**src/rtl/cla_addsub_pipe_if.sv**
```systemverilog
// Operand/result handshake bundle for the pipelined CLA adder/subtractor.
// master = operand source plus result sink; slave = the adder pipeline.
interface cla_addsub_pipe_if #(
    parameter int WIDTH = 32
);
    logic             in_valid;
    logic             in_ready;
    logic [WIDTH-1:0] a;
    logic [WIDTH-1:0] b;
    logic             sub;
    logic             out_valid;
    logic             out_ready;
    logic [WIDTH-1:0] sum;
    logic             cout;
    logic             overflow;
    logic             zero;

    modport master (
        output in_valid, a, b, sub, out_ready,
        input  in_ready, out_valid, sum, cout, overflow, zero
    );

    modport slave (
        input  in_valid, a, b, sub, out_ready,
        output in_ready, out_valid, sum, cout, overflow, zero
    );
endinterface

```
**src/rtl/cla_addsub_pipe.sv**
```systemverilog
// Two-stage WIDTH-bit adder/subtractor on 4-bit carry-lookahead groups.
// Stage 1 registers bit/group propagate-generate; stage 2 resolves carries and registers sum and flags.
module cla_addsub_pipe #(
    parameter int WIDTH = 32
) (
    input  logic              clk,
    input  logic              rst,
    cla_addsub_pipe_if.slave  bus
);
    localparam int NG = WIDTH / 4;

    // Stage-1 next-state values
    logic [WIDTH-1:0]    bx;
    logic [WIDTH-1:0]    p_d;
    logic [WIDTH-1:0]    g_d;
    logic [NG-1:0]       gp_d;
    logic [NG-1:0]       gg_d;
    logic [NG-1:0][2:0]  gl_d;

    // Stage-1 registers; bit-3 generate of each nibble only matters through the group G
    logic [WIDTH-1:0]    s1_p;
    logic [NG-1:0][2:0]  s1_gl;
    logic [NG-1:0]       s1_gp;
    logic [NG-1:0]       s1_gg;
    logic                s1_cin;
    logic                s1_valid;

    // Stage-2 combinational carry resolution
    logic [NG:0]         gc;
    logic [WIDTH-1:0]    cb;
    logic [WIDTH-1:0]    sum_d;
    logic                term;
    logic                carry;

    // Output registers
    logic [WIDTH-1:0]    sum_q;
    logic                cout_q;
    logic                ovf_q;
    logic                zero_q;
    logic                out_valid_q;

    logic                s2_adv;
    logic                in_ready;
    logic                accept;

    assign s2_adv   = s1_valid && (!out_valid_q || bus.out_ready);
    assign in_ready = !s1_valid || s2_adv;
    assign accept   = bus.in_valid && in_ready;

    always_comb begin
        bx   = bus.sub ? ~bus.b : bus.b;
        p_d  = bus.a ^ bx;
        g_d  = bus.a & bx;
        gp_d = '0;
        gg_d = '0;
        gl_d = '0;
        for (int k = 0; k < NG; k++) begin
            gp_d[k] = &p_d[4*k +: 4];
            gg_d[k] = g_d[4*k+3]
                    | (p_d[4*k+3] & g_d[4*k+2])
                    | (p_d[4*k+3] & p_d[4*k+2] & g_d[4*k+1])
                    | (p_d[4*k+3] & p_d[4*k+2] & p_d[4*k+1] & g_d[4*k]);
            gl_d[k] = g_d[4*k +: 3];
        end
    end

    // Group carries in flattened sum-of-products form: no carry depends on a lower group carry.
    // NOTE: every variable written here gets a default first so no latch is inferred.
    always_comb begin
        gc    = '0;
        cb    = '0;
        term  = 1'b0;
        carry = 1'b0;
        gc[0] = s1_cin;
        for (int k = 0; k < NG; k++) begin
            term = s1_cin;
            for (int m = 0; m <= k; m++) term = term & s1_gp[m];
            carry = term;
            for (int j = 0; j <= k; j++) begin
                term = s1_gg[j];
                for (int m = j + 1; m <= k; m++) term = term & s1_gp[m];
                carry = carry | term;
            end
            gc[k+1] = carry;
        end
        for (int k = 0; k < NG; k++) begin
            cb[4*k]   = gc[k];
            cb[4*k+1] = s1_gl[k][0] | (s1_p[4*k] & gc[k]);
            cb[4*k+2] = s1_gl[k][1]
                      | (s1_p[4*k+1] & s1_gl[k][0])
                      | (s1_p[4*k+1] & s1_p[4*k] & gc[k]);
            cb[4*k+3] = s1_gl[k][2]
                      | (s1_p[4*k+2] & s1_gl[k][1])
                      | (s1_p[4*k+2] & s1_p[4*k+1] & s1_gl[k][0])
                      | (s1_p[4*k+2] & s1_p[4*k+1] & s1_p[4*k] & gc[k]);
        end
        sum_d = s1_p ^ cb;
    end

    // NOTE: sequential state uses non-blocking assignments so every register samples pre-edge values.
    always_ff @(posedge clk or posedge rst) begin
        if (rst) begin
            s1_p        <= '0;
            s1_gl       <= '0;
            s1_gp       <= '0;
            s1_gg       <= '0;
            s1_cin      <= 1'b0;
            s1_valid    <= 1'b0;
            sum_q       <= '0;
            cout_q      <= 1'b0;
            ovf_q       <= 1'b0;
            zero_q      <= 1'b0;
            out_valid_q <= 1'b0;
        end else begin
            if (accept) begin
                s1_p     <= p_d;
                s1_gl    <= gl_d;
                s1_gp    <= gp_d;
                s1_gg    <= gg_d;
                s1_cin   <= bus.sub;
                s1_valid <= 1'b1;
            end else if (s2_adv) begin
                s1_valid <= 1'b0;
            end

            if (s2_adv) begin
                sum_q       <= sum_d;
                cout_q      <= gc[NG];
                ovf_q       <= cb[WIDTH-1] ^ gc[NG];
                zero_q      <= ~|sum_d;
                out_valid_q <= 1'b1;
            end else if (bus.out_ready) begin
                out_valid_q <= 1'b0;
            end
        end
    end

    assign bus.in_ready  = in_ready;
    assign bus.out_valid = out_valid_q;
    assign bus.sum       = sum_q;
    assign bus.cout      = cout_q;
    assign bus.overflow  = ovf_q;
    assign bus.zero      = zero_q;
endmodule
```
**src/flat_wrapper.sv**
```systemverilog
// flat-port wrapper written by rule: the top's interface ports become plain ports
module cla_addsub_pipe_flat 
#(
    parameter int WIDTH = 32
)
  (clk, rst, bus_in_valid, bus_a, bus_b, bus_sub, bus_out_ready, bus_in_ready, bus_out_valid, bus_sum, bus_cout, bus_overflow, bus_zero);
  cla_addsub_pipe_if #(.WIDTH(WIDTH)) bus_i ();
  input  logic clk;
  input  logic rst;
  input wire logic [$bits(bus_i.in_valid)-1:0] bus_in_valid;
  input wire logic [$bits(bus_i.a)-1:0] bus_a;
  input wire logic [$bits(bus_i.b)-1:0] bus_b;
  input wire logic [$bits(bus_i.sub)-1:0] bus_sub;
  input wire logic [$bits(bus_i.out_ready)-1:0] bus_out_ready;
  output wire logic [$bits(bus_i.in_ready)-1:0] bus_in_ready;
  output wire logic [$bits(bus_i.out_valid)-1:0] bus_out_valid;
  output wire logic [$bits(bus_i.sum)-1:0] bus_sum;
  output wire logic [$bits(bus_i.cout)-1:0] bus_cout;
  output wire logic [$bits(bus_i.overflow)-1:0] bus_overflow;
  output wire logic [$bits(bus_i.zero)-1:0] bus_zero;
  assign bus_i.in_valid = bus_in_valid;
  assign bus_i.a = bus_a;
  assign bus_i.b = bus_b;
  assign bus_i.sub = bus_sub;
  assign bus_i.out_ready = bus_out_ready;
  assign bus_in_ready = bus_i.in_ready;
  assign bus_out_valid = bus_i.out_valid;
  assign bus_sum = bus_i.sum;
  assign bus_cout = bus_i.cout;
  assign bus_overflow = bus_i.overflow;
  assign bus_zero = bus_i.zero;
  cla_addsub_pipe #(.WIDTH(WIDTH)) u_core (.clk(clk), .rst(rst), .bus(bus_i));
endmodule
```
**config.mk**
```make
export PLATFORM = sky130hd
export DESIGN_NAME = cla_addsub_pipe_flat
export DESIGN_NICKNAME = d
export VERILOG_FILES = /design/src/rtl/cla_addsub_pipe_if.sv /design/src/rtl/cla_addsub_pipe.sv /design/src/flat_wrapper.sv
export SDC_FILE = /design/constraint.sdc
export NUM_CORES = 1
export LEC_CHECK = 0
export CAP_MARGIN = 20
export CORE_MARGIN = 4
export CORE_UTILIZATION = 53
export DETAILED_ROUTE_END_ITERATION = 16
export GPL_ROUTABILITY_DRIVEN = 1
export MAX_ROUTING_LAYER = met4
export PLACE_DENSITY = 0.88
export SYNTH_ARGS = -nofsm -noshare
export SYNTH_HDL_FRONTEND = slang
export SYNTH_SLANG_ARGS = --single-unit
export TNS_END_PERCENT = 30
```
**constraint.sdc**
```tcl
create_clock -name clk -period 3.71 [get_ports clk]
set_input_delay 0.371 -clock clk [delete_from_list [all_inputs] [get_ports clk]]
set_output_delay 0.371 -clock clk [all_outputs]
set_load 0.005 [all_outputs]
```
Word level (Yosys, flattened, before mapping)
Cells that the tools add are included.

Muxes and demuxes: 5. Bitwise logic cells: 261. Reductions and logical operators: 18.

Operators by type and width (number): $and A1 B1 Y1 (148); $or A1 B1 Y1 (108); $xor A32 B32 Y32 (2); $and A32 B32 Y32 (1); $mux W32 (1); $not A32 Y32 (1); $reduce_and A4 Y1 (8); $reduce_or A32 Y1 (1); $mux W1 (4); $reduce_bool A2 Y1 (2); $logic_not A1 Y1 (3); $logic_and A1 B1 Y1 (2); $logic_or A1 B1 Y1 (2); $xor A1 B1 Y1 (1).

Register bits after elaboration: 110. Input port bits: 69. Output and inout port bits: 37. Word-level logic and storage cells: 302.

Depth between registers and ports, before layout
Gate-level depths: netlist of run 1.

Depth after elaboration: 19. Gate-level depth with buffers: 12. Mapped depth without buffers: 12.

Worst setup path after synthesis of run 1
No wires, ideal clock.

Path type: register to register. Start: register u_core.s1_gg[0]. End: register u_core.zero_q, in the netlist u_core.bus.zero. Data arrival time: 2824 ps. Path slack: 809 ps. Stages on the path, launching flop included: 13. Cells stage by stage: dfrtp_1 > a21o_1 > a2111oi_2 > nor2_1 > or2_2 > ha_1 > nor4_1 > nand4_1 > and4b_1 > o2111ai_1 > a2111oi_2 > nand4_1 > o21ai_1.

Elaborated cells on any way between the ends: 79.

RTL lines: from (decl) (line cla_addsub_pipe.sv:24) `logic [NG-1:0] s1_gg;`; from (signal assigned) (line cla_addsub_pipe.sv:119) `s1_gg <= gg_d;`; $and A1 B1 Y1 (4 in series) (line cla_addsub_pipe.sv:81) `for (int m = j + 1; m <= k; m++) term = term & s1_gp[m];`; $or A1 B1 Y1 (5 in series) (line cla_addsub_pipe.sv:82) `carry = carry | term;`; $xor A32 B32 Y32 (line cla_addsub_pipe.sv:97) `sum_d = s1_p ^ cb;`; via u_core.sum_d[20] (line cla_addsub_pipe.sv:31) `logic [WIDTH-1:0] sum_d;`; $reduce_or A32 Y1 (line cla_addsub_pipe.sv:130) `zero_q <= ~|sum_d;`; $logic_not A1 Y1 (line cla_addsub_pipe.sv:130); to (signal assigned) (line cla_addsub_pipe.sv:130); to (decl) (line cla_addsub_pipe.sv:39) `logic zero_q;`.

The timed path passes the listed nets, and every way through them passes these cells. A chain may end at the register's enable or synchronous reset.

Final worst setup path of run 1
Start: register u_core.s1_gp[1]. End: register u_core.zero_q, in the netlist u_core.bus.zero.

Elaborated cells on any way between the ends: 78.

RTL lines: from (decl) (line cla_addsub_pipe.sv:23) `logic [NG-1:0] s1_gp;`; from (signal assigned) (line cla_addsub_pipe.sv:118) `s1_gp <= gp_d;`; $and A1 B1 Y1, on equally long branches (4 in series) (line cla_addsub_pipe.sv:77, cla_addsub_pipe.sv:81); $or A1 B1 Y1 * (5 in series) (line cla_addsub_pipe.sv:82); $xor A32 B32 Y32 * (line cla_addsub_pipe.sv:97); via u_core.sum_d[20] (line cla_addsub_pipe.sv:31); $reduce_or A32 Y1 * (line cla_addsub_pipe.sv:130); $logic_not A1 Y1 * (line cla_addsub_pipe.sv:130).

Mark *: on every way through the listed nets, which the timed path passes. The rest lies on a longest branch.

==> results of run 1 <==
[cell usage after synthesis, drive strengths merged (2+ instances only)]
cell,n,area [um2]
nand2b,6,37.5
mux2,69,777
nor2,14,52.6
o41ai,3,52.6
ha,40,500
a31oi,3,18.8
nor4,4,25.0
clkbuf,12,45.0
o2111ai,2,17.5
a211oi,7,57.6
xnor2,7,61.3
nand2,47,176
o21ai,45,225
xor2,42,368
buf,8,31.3
or3,3,18.8
nor2b,2,12.5
nand4,13,81.3
o31ai,2,15.0
and4,2,20.0
inv,10,37.5
a21oi,19,95.1
and3,2,12.5
dfrtp,110,2750
a21o,24,180
nand3,7,35.0
or2,3,18.8
o211ai,3,22.5
a2111oi,2,30.0
nor3,5,25.0
a2111o,2,22.5
[through the flow]
| stage | utilization, % | std cells | cell area (um2) | total power, mW |
|---|---|---|---|---|
| 2_1_floorplan | - | 531 | 5930 | 2.55 |
| 3_3_place_gp | 65.7 | 763 | 7150 | 3.23 |
| 3_5_place_dp | 65.7 | 763 | 7150 | 3.29 |
| 4_1_cts | 67.5 | 778 | 7350 | 4.06 |
| 5_1_grt | 67.5 | 778 | 7350 | 4.28 |
| 6_report | 67.5 | 778 | 7350 | 4.04 |
[cell families after synthesis]
kind of cell | after synthesis | share of synthesized area [%]
AOI/OAI and AO/OA | 120 | 13.6
buffers and inverters | 30 | 1.92
and+or+nand+nor | 113 | 9.36
DFF | 110 | 46.4
muxes | 69 | 13.1
adders and majority gates | 40 | 8.44
xor gates and xnor gates | 49 | 7.23
[worst min-delay path, cell delays in order (launching register included)]
cell,delay [ns]
dfrtp_1,0.35
nand2_1,0.04
o21ai_0,0.06
[per-layer routing]
layer  routed length, um  vias up  part of all wire [%]  global-route usage [%]
li1                    -     2134                     -                       -
met1                5800     2243                    42                    27.5
met2                7050      152                    51                    38.8
met3                 659       27                   4.8                    3.82
met4                 348        0                   2.5                    7.84
met5                   0        -                     0                       -
[state kept, by name, indices dropped and copies added, names as in the netlist]
signal	count
u_core.bus.zero	1
u_core.s1_gl	24
u_core.s1_cin	1
u_core.bus.overflow	1
u_core.bus.out_valid	1
u_core.s1_p	32
u_core.bus.sum	32
u_core.s1_valid	1
u_core.s1_gg	8
u_core.bus.cout	1
u_core.s1_gp	8
[final timing paths]
check / startpoint / to / slack [ns] / cells after the start
min reg2reg: u_core.bus.sum[22] / u_core.bus.sum[22] / 0.48 / 2
max in group asynchronous: rst / u_core.s1_gl[19] / 2.40 / 3
max: u_core.s1_gp[1] / u_core.bus.zero / 0.41 / 12
min in group asynchronous: rst / u_core.bus.sum[9] / 0.52 / 2
min: u_core.bus.sum[22] / u_core.bus.sum[22] / 0.48 / 2
max reg2reg: u_core.s1_gp[1] / u_core.bus.zero / 0.41 / 12
[final cells by class]
| class | count | area [um2] | share of cell area (%) |
|---|---|---|---|
| clock buffer | 11 | 131 | 1.79 |
| clock inverter | 4 | 72.6 | 0.987 |
| multi-input combinational | 391 | 3070 | 41.7 |
| tap | 140 | 175 | 2.38 |
| inverter | 10 | 40.0 | 0.545 |
| sequential | 110 | 2750 | 37.4 |
| timing repair buffer | 112 | 1110 | 15.1 |
[power by group]
group | total [mW] | internal, mW | switching [mW]
clock | 0.765 | 0.377 | 0.388
sequential | 1.81 | 1.52 | 0.289
combinational | 1.47 | 0.827 | 0.646
total | 4.04 | 2.72 | 1.32
==> reports/metrics.yaml, run 1 <==
status:
  status: "finished, final reports clean"
floorplan:
  fp.dieW_um: 114
  io_pins: 106
  num_rows: 38
  core_area_um2: 10900
  die_h_um: 114
  start_util_pct: 54.5
  dieArea_um2: 13000
timing:
  fin_ws_ns: 0.407
  skew_ns: 0.0127
  maxSlewViolCount: 0
  setup_viol: 0
  whs_ns: 0.484
  period_share_pct: 89.0
  fin_crit_ns: 3.30
  final_hold_viol_count: 0
  slew_headroom_pct: 32.7
  tightest_slew_ns: 1.01
  rsz0062_at_grt: "no"
  tns_ns: 0
  max_freq_mhz: 303
critical_path:
  cp.required_ns: 4.01
  crit_slowest_cell: "a2111oi_2"
  crit_chain: "a21o_1 > a2111oi_2 > nor2_1 > or2_2 > ha_1 > nor4_1 > nand4_1 > and4b_1 > o2111ai_1 > a2111oi_2 > nand4_1 > o21ai_1"
  crit_arrival_ns: 3.60
  slowest_delay_ns: 0.55
  startpoint_type: "flop"
  cp_max_fo: 5
  crit_family: "compound AO/OA/AOI/OAI gates"
  cp-end-kind: "flop"
  path_buf_inv: 0
  path_class: "flop to flop"
place:
  place_congestion: 0.890
  dpl.hpwl_mm: 10.6
  dp_slack_ns: 0.475
  io_buffers: 105
layout:
  area_delta_synth_final_pct: 23.9
  n_fill_cell: 815
  antenna_cells: 0
  mostFrequentLayoutCells: "dfrtp_1, clkdlybuf4s50_1, mux2_2"
  fin_nets: 743
  drive_above_1_share_pct: 16.1
  layout_commonest_cell: "dfrtp_1"
grt:
  grt_pass1_wl_mm: 23.0
  grt_overflow: 0
  track_usage_pct: 22.7
  antenna_found_initial: 0
  grt_pass1_vias: 4644
  grt_max_degree: 71
clocking:
  clk_latency_ns: 0.37
  cts.repair.resized: 0
  post-cts-setup-buffers: 0
  cts_buffer_depth: 2
  cts_hold_buf: 0
  clockRootBuffer: "clkbuf_8"
  clkTransAtPathRegs_ns: 0.10
  cts_tree: "built"
  numCtsBuffers: 9
  cts.sinks: 110
  htreeDepth: 3
synthesis:
  syn_area_um2: 5930
  ys_ff_latch: 110
  synth_edf_count: 0
  syn_inst: 531
  synth.distinct_cells: 51
  avgSynthCellArea_um2: 11.2
  synthFlopType: "dfrtp_1"
  synthArstFlopShare_pct: 100
  yosysWarnings: 0
  synth.net_count: 640
  yosysSeqAreaShare_pct: 46.4
power:
  p_leak_nw: 3.30
  power.density_nw_per_um2: 550
  peakVddDrop_mv: 0.411
routing:
  num_vias: 4556
  wire_per_inst_um: 17.8
  drt_iter0_drc: 226
  dr.pass1.iters: 6
  avgViaCountPerCell: 5.86
  antenna_left: 0
  drt-total-wl_mm: 13.9
  drc: 0
run:
  cap_violations: 0
hold_path:
  worstHoldPathType: "flop to flop"
Note: power is estimated with default switching activity, not from simulation.
==> run 2: changes to the inputs <==
==> constraint.sdc (replaced) <==
create_clock -name clk -period 3.71 [get_ports clk]
set_input_delay 0.742 -clock clk [delete_from_list [all_inputs] [get_ports clk]]
set_output_delay 0.742 -clock clk [all_outputs]
set_load 0.005 [all_outputs]
==> run 2 against run 1 <==
Sequential share of layout area fell by 0.095 points; combinational power barely moved; non-clock buffer count did not move; design area rose by 0.26%; setup slack improved by 0.011 ns; sequential power barely moved; largest power group unchanged.
==> reports/metrics.yaml, run 2 (synthesized netlist as in run 1, its figures left out) <==
timing:
  fin_crit_ns: 3.29  # -0.0105 ns
  skew_ns: 0.0105  # -0.00224 ns
  period_share_pct: 88.7  # -0.28 points
  max_freq_mhz: 304  # +0.32%
  rsz0062_at_grt: "no"
  fin_ws_ns: 0.417  # +0.0105 ns
  tns_ns: 0  # unchanged
  maxSlewViolCount: 0  # unchanged
  final_hold_viol_count: 0  # unchanged
  tightest_slew_ns: 0.633  # -0.374 ns
  setup_viol: 0  # unchanged
  whs_ns: 0.486  # +0.00132 ns
  slew_headroom_pct: 57.8  # +25 points
clocking:
  numCtsBuffers: 9  # unchanged
  htreeDepth: 3  # unchanged
  clk_latency_ns: 0.38  # about the same
  cts.sinks: 110  # unchanged
  post-cts-setup-buffers: 0  # unchanged
  clkTransAtPathRegs_ns: 0.10  # about the same
  cts_buffer_depth: 2  # unchanged
  clockRootBuffer: "clkbuf_8"
  cts.repair.resized: 0  # unchanged
  cts_tree: "built"
  cts_hold_buf: 0  # unchanged
routing:
  drt-total-wl_mm: 14.2  # +2.4%
  wire_per_inst_um: 18.2  # +2.2%
  drc: 0  # unchanged
  antenna_left: 0  # unchanged
  avgViaCountPerCell: 5.77  # -1.5%
  dr.pass1.iters: 4  # -2
  num_vias: 4495  # -1.3%
  drt_iter0_drc: 247  # +9.3%
layout:
  fin_nets: 743  # unchanged
  antenna_cells: 0  # unchanged
  layout_commonest_cell: "dfrtp_1"
  final_cells: 779  # +0.13%
  mostFrequentLayoutCells: "dfrtp_1, clkdlybuf4s50_1, mux2_2"
  fin_area_um2: 7370  # +0.26%
  drive_above_1_share_pct: 16.4  # +0.29 points
  area_delta_synth_final_pct: 24.2
  utilization_pct: 67.7  # +0.17 points
critical_path:
  rr_worst_depth: 12  # unchanged
  reg2reg_to: "u_core.bus.zero"
  slowest_delay_ns: 0.45  # -0.10 ns
  cp.required_ns: 4.02  # about the same
  crit_slowest_cell: "dfrtp_1"
  cp-end-kind: "flop"
  worstSetupStartpoint: "u_core.s1_gp[1]"
  path_class: "flop to flop"
  reg2reg_from: "u_core.s1_gp[1]"
  cp_max_fo: 5  # unchanged
  startpoint_type: "flop"
  crit_arrival_ns: 3.60  # about the same
  cp-endpoint: "u_core.bus.zero"
  rrSetupSlack_ns: 0.42  # about the same
  crit_chain: "a21o_1 > a211oi_2 > o211ai_1 > a21o_1 > ha_1 > nor4_1 > nand4_1 > and4b_1 > o2111ai_1 > a2111oi_2 > nand4_1 > o21ai_1"
floorplan:
  num_rows: 38  # unchanged
  fp.dieW_um: 114  # unchanged
  die_h_um: 114  # unchanged
  core_area_um2: 10900  # unchanged
  start_util_pct: 54.5  # unchanged
  dieArea_um2: 13000  # unchanged
  io_pins: 106  # unchanged
grt:
  track_usage_pct: 23.4  # +0.69 points
  grt_overflow: 0  # unchanged
  grt_pass1_wl_mm: 23.5  # +2.2%
  grt_max_degree: 90  # +27%
  antenna_found_initial: 0  # unchanged
  grt_pass1_vias: 4706  # +1.3%
power:
  pwr-share-clk_pct: 18.8  # about the same
  seqPwrFrac_pct: 44.6  # about the same
  total_power_mw: 4.03  # -0.39%
  p_leak_nw: 3.31  # +0.24%
  power.density_nw_per_um2: 547  # -0.65%
  peakVddDrop_mv: 0.386  # -6.2%
  swShare_pct: 33.0  # +0.31 points
  power.internal_mw: 2.70  # -0.86%
  switchingPower_mw: 1.33  # +0.56%
  power_frac_comb_pct: 36.6  # +0.2 points
place:
  io_buffers: 105  # unchanged
  dpl.hpwl_mm: 10.8  # +1.9%
  dp_slack_ns: 0.488  # +0.0132 ns
  place_area_um2: 7160  # +0.18%
  place_inst: 763  # unchanged
  place_congestion: 0.878  # -1.3%
hold_path:
  worstHoldPathType: "flop to flop"
run:
  cap_violations: 0  # unchanged
status:
  status: "finished, final reports clean"
-- run 2: cell types whose count changed in the layout (fill, tap and decap cells not counted) --
| cell | before | now |
|---|---|---|
| clkinv_4 | 0 | 2 |
| buf_12 | 1 | 2 |
| clkbuf_1 | 2 | 1 |
| buf_4 | 6 | 5 |
| clkbuf_8 | 9 | 11 |
| bufinv_16 | 2 | 1 |
| clkinv_2 | 1 | 0 |
-- run 2: layout make-up --
cell class                      instances  area, um2
Inverter                               10       40.0
Fill cell                             806       3520
Tap cell                              140        175
Sequential cell                       110       2750
Clock inverter                          4       55.1
Clock buffer                           12        155
Timing Repair Buffer                  112       1120
Multi-Input combinational cell        391       3070
-- run 2: how the worst min path moves through the flow --
stage | start | end | slack (ns) | cells past startpoint
floorplan | u_core.s1_gp[7] | u_core.s1_gp[7] | 0.45 | 2
CTS | u_core.bus.sum[17] | u_core.bus.sum[17] | 0.49 | 2
global placement | u_core.bus.sum[22] | u_core.bus.sum[22] | 0.46 | 2
detailed placement | u_core.bus.sum[17] | u_core.bus.sum[17] | 0.47 | 2
finish | u_core.bus.sum[17] | u_core.bus.sum[17] | 0.49 | 2
global route | u_core.bus.sum[27] | u_core.bus.sum[27] | 0.52 | 2
-- run 2: critical path, delay by kind of cell, from the launching register on --
| family | cells | cell delay, ns |
|---|---|---|
| AO/OA/AOI/OAI | 7 | 1.68 |
| AND/OR/NAND/NOR | 4 | 0.75 |
| flip-flops | 1 | 0.45 |
| adder cells (fa/ha/maj) | 1 | 0.33 |
-- run 2: power by group through the flow --
stage / sequential, mW / clock [mW] / combinational [mW]
finish: 1.80 / 0.756 / 1.48
CTS: 1.80 / 0.770 / 1.49
global route: 1.84 / 0.823 / 1.63
floorplan: 1.75 / 0 / 0.803
global placement: 1.79 / 0 / 1.43
detailed placement: 1.81 / 0 / 1.48
-- run 2: layer usage --
metal	up-vias	track usage (%)	share of wire (%)
met5	-	-	0
met4	0	9.82	3.6
met1	2162	28.5	40
li1	2135	-	-
met3	37	4.46	5.7
met2	161	38.4	51
==> run 3: changes to the inputs <==
--- a/config.mk
+++ b/config.mk
@@ -5,13 +5,16 @@
 export SDC_FILE = /design/constraint.sdc
 export NUM_CORES = 1
 export LEC_CHECK = 0
+export ABC_AREA = 1
 export CAP_MARGIN = 20
+export CELL_PAD_IN_SITES_DETAIL_PLACEMENT = 1
+export CELL_PAD_IN_SITES_GLOBAL_PLACEMENT = 1
 export CORE_MARGIN = 4
-export CORE_UTILIZATION = 53
+export CORE_UTILIZATION = 40
 export DETAILED_ROUTE_END_ITERATION = 16
 export GPL_ROUTABILITY_DRIVEN = 1
 export MAX_ROUTING_LAYER = met4
-export PLACE_DENSITY = 0.88
+export PLACE_DENSITY = 0.89
 export SYNTH_ARGS = -nofsm -noshare
 export SYNTH_HDL_FRONTEND = slang
 export SYNTH_SLANG_ARGS = --single-unit
==> run 3 against run 2 <==
Global-route usage fell by 2.0 points; largest power group unchanged; count of clock-buffer cells in the layout fell by 1; register-to-register slack better by 0.84 ns; area after synthesis rose by 1.6%; combinational power is essentially flat; non-clock buffer count shrank 1; first-iteration DRC count increased by 8.9%; sequential share of layout area shrank 1.1 points; design area rose by 2.9%; critical path depth is 8 lower; synthesized cell count is 38% higher.
==> reports/metrics.yaml, run 3 <==
clocking:
  htreeDepth: 3  # unchanged
  cts.sinks: 110  # unchanged
  numCtsBuffers: 9  # unchanged
  cts_hold_buf: 0  # unchanged
  cts_buffer_depth: 2  # unchanged
  cts.repair.resized: 0  # unchanged
  clk_latency_ns: 0.35  # -0.03 ns
  post-cts-setup-buffers: 0  # unchanged
  clkTransAtPathRegs_ns: 0.07  # -0.03 ns
  cts_tree: "built"
  clockRootBuffer: "clkbuf_16"
routing:
  drt-total-wl_mm: 17.3  # +22%
  dr.pass1.iters: 5  # +1
  drc: 0  # unchanged
  wire_per_inst_um: 17.0  # -6.7%
  avgViaCountPerCell: 5.21  # -9.8%
  antenna_left: 0  # unchanged
  drt_iter0_drc: 269  # +8.9%
  num_vias: 5294  # +18%
floorplan:
  num_rows: 44  # +16%
  core_area_um2: 14600  # +34%
  fp.dieW_um: 131  # +15%
  io_pins: 106  # unchanged
  dieArea_um2: 17100  # +32%
  die_h_um: 131  # +15%
  start_util_pct: 41.2  # -13 points
synthesis:
  synth_most_common_cell: "nand2_1"
  synth.net_count: 840  # +31%
  avgSynthCellArea_um2: 8.25  # -26%
  yosysWarnings: 0  # unchanged
  synth_edf_count: 0  # unchanged
  synth.largest_area_cell: "dfrtp_1"
  syn_inst: 731  # +38%
  synth.distinct_cells: 33  # -35%
  syn_area_um2: 6030  # +1.6%
  synthFlopType: "dfrtp_1"
  synth_common_cells: "nand2_1, dfrtp_1, inv_1"
  ys_ff_latch: 110  # unchanged
  synthArstFlopShare_pct: 100  # unchanged
  yosysSeqAreaShare_pct: 45.7  # -0.73 points
  synth.area.top_cells: "dfrtp_1, nand2_1, ha_1"
  synth_top_area_share_pct: 45.7  # -0.73 points
timing:
  maxSlewViolCount: 0  # unchanged
  fin_crit_ns: 2.62  # -0.671 ns
  final_hold_viol_count: 0  # unchanged
  max_freq_mhz: 381  # +26%
  period_share_pct: 70.7  # -18 points
  rsz0062_at_grt: "no"
  tightest_slew_ns: 0.608  # -0.0253 ns
  tns_ns: 0  # unchanged
  skew_ns: 0.00800  # -0.00246 ns
  setup_viol: 0  # unchanged
  slew_headroom_pct: 59.4  # +1.6 points
critical_path:
  cpMostUsedCell: "clkdlybuf4s50_1"
  worstSetupStartpoint: "bus_out_ready"
  reg2reg_to: "u_core.bus.zero"
  cp_max_fo: 3  # -2
  reg2reg_from: "u_core.s1_gg[2]"
  crit_arrival_ns: 1.88  # -1.72 ns
  cp.required_ns: 2.97  # -1.05 ns
  cp-endpoint: "bus_in_ready"
  rrSetupSlack_ns: 1.26  # +0.84 ns
  cp-end-kind: "primary output"
  crit_chain: "clkdlybuf4s50_1 > inv_1 > nand3_1 > clkdlybuf4s50_1"
  slowest_delay_ns: 0.53  # +0.08 ns
  rr_worst_depth: 18  # +6
  startpoint_type: "input port"
  path_class: "input port to primary output"
  crit_slowest_cell: "clkdlybuf4s50_1"
grt:
  antenna_found_initial: 0  # unchanged
  grt_use_met1_pct: 27.4  # -1.1 points
  grt_max_degree: 81  # -10%
  grt_use_met3_pct: 2.20  # -2.3 points
  grt_overflow: 0  # unchanged
  use_met2_pct: 35.4  # -3.0 points
  grt_pass1_wl_mm: 27.9  # +19%
  grt-busiest-layer: "met2"
  track_usage_pct: 21.4  # -2.0 points
  grt_pass1_vias: 5545  # +18%
layout:
  drive_above_1_share_pct: 5.40  # -11 points
  antenna_cells: 0  # unchanged
  utilization_pct: 51.8  # -16 points
  final_cells: 1017  # +31%
  area_delta_synth_final_pct: 25.8
  layout_commonest_cell: "nand2_1"
  mostFrequentLayoutCells: "nand2_1, dfrtp_1, clkdlybuf4s50_1"
  fin_nets: 937  # +26%
run:
  cap_violations: 0  # unchanged
power:
  total_power_mw: 4.27  # +6.1%
  peakVddDrop_mv: 0.256  # -34%
  p_leak_nw: 3.74  # +13%
  power.density_nw_per_um2: 564  # +3.1%
place:
  place_congestion: 0.859  # -2.2%
  dpl.hpwl_mm: 13.0  # +20%
  place_inst: 1001  # +31%
  io_buffers: 105  # unchanged
status:
  status: "finished, final reports clean"
hold_path:
  worstHoldPathType: "flop to flop"
-- run 3: cell count changes after synthesis, sizes merged, moves of 7 or more --
cell and delta:
nor2 +34, nand4 -10, clkbuf +7, xor2 -8, nand2 +203, a31oi +17
a21o -22, mux2 -69, nand3 +25, o21ai +11, inv +53
-- run 3: layout make-up --
type | instances | area (um2)
fill | 1769 | 7060
multi-input combinational | 533 | 2940
sequential | 110 | 2750
timing repair buffer | 111 | 1120
clock buffer | 11 | 253
inverter | 63 | 239
tap | 184 | 230
clock inverter | 5 | 56.3
-- run 3: worst min path at each step --
| stage | startpoint | to | slack (ns) | depth (start not counted) |
|---|---|---|---|---|
| 3_5_place_dp | u_core.s1_gl[2] | u_core.s1_gl[2] | 0.47 | 2 |
| 4_1_cts | u_core.s1_gl[2] | u_core.s1_gl[2] | 0.49 | 2 |
| 2_1_floorplan | u_core.s1_gl[20] | u_core.s1_gl[20] | 0.45 | 2 |
| 6_report | u_core.bus.sum[20] | u_core.bus.sum[20] | 0.48 | 2 |
| 5_1_grt | u_core.bus.sum[25] | u_core.bus.sum[25] | 0.52 | 2 |
| 3_3_place_gp | u_core.bus.cout | u_core.bus.cout | 0.46 | 2 |
-- run 3: logic make-up (layout without fill, tap and decap cells) --
kind of cell	after synthesis	in the layout	share of synthesized area [%]
adders and majority gates	40	40	8.30
xor gates and xnor gates	37	37	5.38
buffers and inverters	88	190	5.60
DFF	110	110	45.7
and+or+nand+nor	338	338	23.4
AOI/OAI and AO/OA	118	118	11.6
-- run 3: critical path: cells and delay by family --
| family | cells | cell delay (ns) |
|---|---|---|
| buf+inv | 3 | 1.02 |
| simple gates | 1 | 0.12 |
-- run 3: layer usage --
layer  share of wire, %  wire (um)
met1                 44       7620
met2                 49       8470
met3                4.3        750
met4                2.5        435
met5                  0          0
-- run 3: metrics by stage --
stage               setup WS (ns)  area, um2  hold WS [ns]
floorplan                  0.0657       6030         0.449
global placement             1.11       7280         0.461
detailed placement           1.07       7280         0.470
CTS                          1.07       7580         0.490
global route                0.960       7580         0.520
finish                       1.09       7580         0.485
-- run 3: report_power, final --
group / switching (mW) / internal [mW] / total (mW)
clock network: 0.449 / 0.561 / 1.01
registers: 0.248 / 1.50 / 1.75
logic: 0.794 / 0.720 / 1.51
